## config.mk

```make
export PLATFORM = sky130hd
export DESIGN_NAME = synfifo_param
export DESIGN_NICKNAME = d
export VERILOG_FILES = /design/src/rtl/synfifo_param.sv
export SDC_FILE = /design/constraint.sdc
export NUM_CORES = 1
export LEC_CHECK = 0
export ABC_AREA = 1
export BUFFER_PORTS_ARGS = -buffer_cell sky130_fd_sc_hd__buf_2
export CORE_ASPECT_RATIO = 0.75
export CORE_MARGIN = 2
export CORE_UTILIZATION = 45
export DETAILED_ROUTE_END_ITERATION = 7
export PLACE_DENSITY_LB_ADDON = 0.15
export SLEW_MARGIN = 20
export SYNTH_ARGS = -nofsm -noshare
export SYNTH_HDL_FRONTEND = slang
export SYNTH_SLANG_ARGS = --single-unit
```

## constraint.sdc

```tcl
create_clock -name clk -period 3 [get_ports clk]
set_clock_uncertainty 0.2 [all_clocks]
set_input_delay 0.6 -clock clk [delete_from_list [all_inputs] [get_ports clk]]
set_output_delay 0.6 -clock clk [all_outputs]
set_load 0.02 [all_outputs]
```

## src/rtl/synfifo_param.sv

```systemverilog
// synfifo_param: parametrised single-clock FIFO with occupancy count,
// programmable almost-full / almost-empty thresholds, a registered read-valid
// strobe and sticky overflow / underflow flags.
//
// Build option: define SYNFIFO_FWFT_EN for first-word-fall-through reads
// (data_out shows the head word combinationally, data_valid = !empty).
// Without the macro, reads are registered with one cycle of latency.
//
// Handshake: a write is taken on a rising edge where wr_en=1 and the FIFO is
// not full, or is full but a read is taken on the same edge. A read is taken
// on a rising edge where rd_en=1 and the FIFO is not empty. Requests that are
// not taken are dropped (no back-pressure stall) and raise the matching
// sticky error flag until err_clr or rst.
module synfifo_param #(
    parameter int DATA_W   = 8,
    parameter int DEPTH    = 16,
    parameter int AF_LEVEL = DEPTH - 2,
    parameter int AE_LEVEL = 2
) (
    input  logic                          clk,
    input  logic                          rst,
    input  logic                          wr_en,
    input  logic [DATA_W-1:0]             data_in,
    input  logic                          rd_en,
    input  logic                          err_clr,
    output logic [DATA_W-1:0]             data_out,
    output logic                          data_valid,
    output logic                          full,
    output logic                          empty,
    output logic                          almost_full,
    output logic                          almost_empty,
    output logic [$clog2(DEPTH):0]        count,
    output logic                          overflow,
    output logic                          underflow
);

    localparam int ADDR_W = $clog2(DEPTH);
    localparam int PTR_W  = ADDR_W + 1;

    localparam logic [PTR_W-1:0] AF_THR = PTR_W'(AF_LEVEL);
    localparam logic [PTR_W-1:0] AE_THR = PTR_W'(AE_LEVEL);

    // Reject illegal configurations at elaboration time.
    if (DATA_W < 1) begin : g_bad_width
        $error("synfifo_param: DATA_W must be >= 1");
    end
    if (DEPTH < 2 || (DEPTH & (DEPTH - 1)) != 0) begin : g_bad_depth
        $error("synfifo_param: DEPTH must be a power of two >= 2");
    end
    if (AF_LEVEL < 1 || AF_LEVEL > DEPTH) begin : g_bad_af
        $error("synfifo_param: AF_LEVEL must be in 1..DEPTH");
    end
    if (AE_LEVEL < 0 || AE_LEVEL > DEPTH - 1) begin : g_bad_ae
        $error("synfifo_param: AE_LEVEL must be in 0..DEPTH-1");
    end

    logic [DATA_W-1:0] mem_q [DEPTH];

    logic [PTR_W-1:0]  wr_ptr_q, wr_ptr_d;
    logic [PTR_W-1:0]  rd_ptr_q, rd_ptr_d;
    logic              ovf_q, ovf_d;
    logic              unf_q, unf_d;

    logic [ADDR_W-1:0] wr_addr;
    logic [ADDR_W-1:0] rd_addr;
    logic [PTR_W-1:0]  count_w;
    logic              empty_w;
    logic              full_w;
    logic              rd_acc;
    logic              wr_acc;

    // Status decode from the registered pointers only; the MSB is the wrap bit.
    always_comb begin
        wr_addr = wr_ptr_q[ADDR_W-1:0];
        rd_addr = rd_ptr_q[ADDR_W-1:0];
        count_w = wr_ptr_q - rd_ptr_q;
        empty_w = (wr_ptr_q == rd_ptr_q);
        full_w  = (wr_addr == rd_addr) && (wr_ptr_q[ADDR_W] != rd_ptr_q[ADDR_W]);
        rd_acc  = rd_en && !empty_w;
        wr_acc  = wr_en && (!full_w || rd_acc);
    end

    // Next-state for pointers and sticky error flags (a new error beats err_clr).
    always_comb begin
        wr_ptr_d = wr_ptr_q;
        rd_ptr_d = rd_ptr_q;
        ovf_d    = ovf_q;
        unf_d    = unf_q;
        if (wr_acc) begin
            wr_ptr_d = wr_ptr_q + PTR_W'(1);
        end
        if (rd_acc) begin
            rd_ptr_d = rd_ptr_q + PTR_W'(1);
        end
        if (err_clr) begin
            ovf_d = 1'b0;
            unf_d = 1'b0;
        end
        if (wr_en && !wr_acc) begin
            ovf_d = 1'b1;
        end
        if (rd_en && !rd_acc) begin
            unf_d = 1'b1;
        end
    end

    // Pointer and error-flag registers with synchronous reset.
    always_ff @(posedge clk) begin
        if (rst) begin
            wr_ptr_q <= '0;
            rd_ptr_q <= '0;
            ovf_q    <= 1'b0;
            unf_q    <= 1'b0;
        end else begin
            wr_ptr_q <= wr_ptr_d;
            rd_ptr_q <= rd_ptr_d;
            ovf_q    <= ovf_d;
            unf_q    <= unf_d;
        end
    end

    // Storage array; contents are not reset, writes in a reset cycle are dropped.
    always_ff @(posedge clk) begin
        if (!rst && wr_acc) begin
            mem_q[wr_addr] <= data_in;
        end
    end

`ifdef SYNFIFO_FWFT_EN
    // Head word falls through; it is meaningful only while data_valid is high.
    always_comb begin
        data_out   = mem_q[rd_addr];
        data_valid = !empty_w;
    end
`else
    logic [DATA_W-1:0] dout_q, dout_d;
    logic              dvalid_q, dvalid_d;

    // Registered read: capture the head word on an accepted read, else hold it.
    always_comb begin
        dout_d   = dout_q;
        dvalid_d = rd_acc;
        if (rd_acc) begin
            dout_d = mem_q[rd_addr];
        end
    end

    // Read-data and read-valid registers with synchronous reset.
    always_ff @(posedge clk) begin
        if (rst) begin
            dout_q   <= '0;
            dvalid_q <= 1'b0;
        end else begin
            dout_q   <= dout_d;
            dvalid_q <= dvalid_d;
        end
    end

    // Drive the read port from the registers.
    always_comb begin
        data_out   = dout_q;
        data_valid = dvalid_q;
    end
`endif

    // Drive the status and error outputs.
    always_comb begin
        full         = full_w;
        empty        = empty_w;
        count        = count_w;
        almost_full  = (count_w >= AF_THR);
        almost_empty = (count_w <= AE_THR);
        overflow     = ovf_q;
        underflow    = unf_q;
    end

endmodule
```

==> metrics <==
outcome=complete, no violations; vias=4484; CTS sink cnt=149; final setup fails=0; top post-synthesis cells by area=edfxtp_1, nand2_1, nand3_1, dfxtp_1, inv_1; Fin Hold WS=about 0.24 ns; clock root cell=clkbuf_16; Final Power=roughly 5.0 mW; Syn Nets=680; crit path DAT=2.10 ns; max_slew headroom=0.490; first-pass GRT wire length=24.0 mm; Critical Path End Type=primary output; largest net degree at the start of global routing=68; worst skew pair latency=0.43 ns; WL/cell=16.8 um; crit path max fanout=5; Worst setup SP type=register; DR DRC count=0; clock tree buffer depth=2; PortBufs=32; H-tree Lvls=4; Pre-Repair DR Iteration Count=5; Syn Inst Count=657; Avg Cell Area, Syn=10.0 um2; initial antenna violation count=1; Fmax=about 350 MHz; I/O pin count=33; Setup Fix Bufs, Post-CTS=0; share of flip-flops with an asynchronous set or reset=0; CTS clock-pin slew for the worst setup and hold paths=0.06 ns; die width=144 um; final net count=727; met2 usage=0.327; cell taking the most area after synthesis=edfxtp_1; met3 usage=0.0514; M1 GR Usage=0.306; vias per cell=4.90; Ys Warns=0; FP Rows=38; Buf+Inv Stages, Crit Path=3; post-synth top area share=0.583; total wire length=15.4 mm; busiest layer in global routing=met2; slowest CP cell=dfxtp_2; CTS tree=done; register area=between 4000 and 5000 um2; Worst Max-Slew Pin Slew=around 0.77 ns; post-synthesis sequential area ratio=0.647; final hold vios=0; Post-synth EDFFs=128; pwr/cell area=664 nW/um2; GRT Residual Overflow=0; multi-input logic area=1800 um2; Die Area=15600 um2; worst min path class=primary input to register; CP top delay family=adder cells; number of max-cap violations=0; min cycle time layout=roughly 2.9 ns; unrepaired setup endpoints after global routing=no; CTS Buf Count=17; delay of the slowest cell on the worst path=approximately 0.35 ns; Leak=3.17 nW; Worst EP required=~2.2 ns; hpwl dp=9.86 mm; max-slew violation count=0; core area=~14000 um2; vias in the first global route=4303; Die Span Y=109 um; number of distinct library cells after synthesis=27; # fillers=about 1300; Starting DRT DRC Count=324; share of layout cells above drive strength 1=0.140; VDD IR-drop max=0.000407 V; crit path cell chain=inv_2 -> ha_1 -> inv_1 -> fa_2 -> nand3_1 -> nand2_1 -> xor2_2 -> o21bai_1 -> buf_4; Synth Register Bits=around 150; Initial Utilization=0.457; Synth Cell Area=approximately 6600 um2; top_reg_cell synth=edfxtp_1; fin crit share=0.966; CP Class=register to primary output; antenna viol nets, final=0; routability cong.=0.876; Setup TNS=0 ns; CTS Hold Buffers Added=0; Layout area overhead=14.5%; GRT Overall Usage=0.216
## tightest hold or removal path: cells and delay by family
kind	cells	cell delay (ns)
buffers and inverters	2	0.12
AOI/OAI and AO/OA	1	0.06
and+or+nand+nor	1	0.05
## logic make-up after synthesis
| logic type | share of synthesized area |
|---|---|
| flops | 0.647 |
| xor+xnor | 0.0106 |
| simple gates | 0.207 |
| fa+ha+maj | 0.0201 |
| compound gates | 0.0336 |
| buf+inv | 0.0814 |
## layout make-up
type / instances / share of cell area
Antenna cell: 1 / 0.000332
Clock buffer: 21 / 0.0584
Clock inverter: 9 / 0.00845
Inverter: 102 / 0.0511
Multi-Input combinational cell: 379 / 0.239
Sequential cell: 149 / 0.565
Tap cell: 200 / 0.0332
Timing Repair Buffer: 55 / 0.0444
## synthesized netlist by cell type (2+ instances only)
cell and instances:
nor2_1 31, nand3_2 3, inv_1 97, a21oi_1 28, clkbuf_1 4, buf_6 3
nand2_2 5, edfxtp_1 128, buf_2 16, xor2_1 8, inv_2 3, nand3_1 94
o21ai_0 13, dfxtp_1 21, buf_4 2, nor2_2 2, buf_1 2, nand2_1 180
ha_1 9
## cell usage in the layout, fill, tap and decap left out, types with 4 or more instances in the layout
master / synthesis / routed
a21oi_1: 28 / 28
buf_2: 16 / 31
buf_4: 2 / 24
clkbuf_1: 4 / 4
clkbuf_16: 0 / 17
clkinv_1: 1 / 6
dfxtp_1: 21 / 18
edfxtp_1: 128 / 128
ha_1: 9 / 8
inv_1: 97 / 96
inv_2: 3 / 4
nand2_1: 180 / 180
nand2_2: 5 / 5
nand3_1: 94 / 94
nor2_1: 31 / 31
o21ai_0: 13 / 13
xor2_1: 8 / 7
## metal layers
metal / up-vias / wire length [um]
li1: 2238 / -
met1: 2116 / 7210
met2: 112 / 7120
met3: 18 / 799
met4: 0 / 242
met5: - / 0
## per-stage QoR
step | setup slack [ns] | util | instances | cell area, um2
after CTS | 0.00229 | 0.523 | 915 | 7530
after floorplan | 0.213 | - | 657 | 6590
final | 0.102 | 0.524 | 916 | 7550
after detailed placement | 0.376 | 0.487 | 885 | 7020
after global placement | 0.508 | 0.487 | 885 | 7020
after global routing | 0.00378 | 0.524 | 915 | 7540
## registers in the layout, indices dropped and copies added, names as in the netlist
register,cells
underflow,1
data_out,8
rd_ptr_q,5
wr_ptr_q,5
mem_q,128
data_valid,1
overflow,1
## timing repair
| item | CTS | global route |
|---|---|---|
| cloned | 0 | 0 |
| pin swaps | 0 | 1 |
| setup endpoints to repair | 1 | 2 |
| gates resized for setup | 2 | 5 |
## final timing paths
path              depth (start not counted)  slack [ns]      endpoint         from
setup / recovery                          9        0.10   almost_full  wr_ptr_q[0]
hold / removal                            4        0.24      overflow      err_clr
setup reg to reg                         10        0.55  mem_q[14][0]  rd_ptr_q[3]
hold reg to reg                           2        0.27      overflow     overflow
## report_power, final
part           total, mW  internal, mW  switching (mW)
logic              0.821         0.237           0.584
registers           2.32          2.29          0.0292
clock network       1.87          1.11           0.758
(Power assumes the default switching activity.)
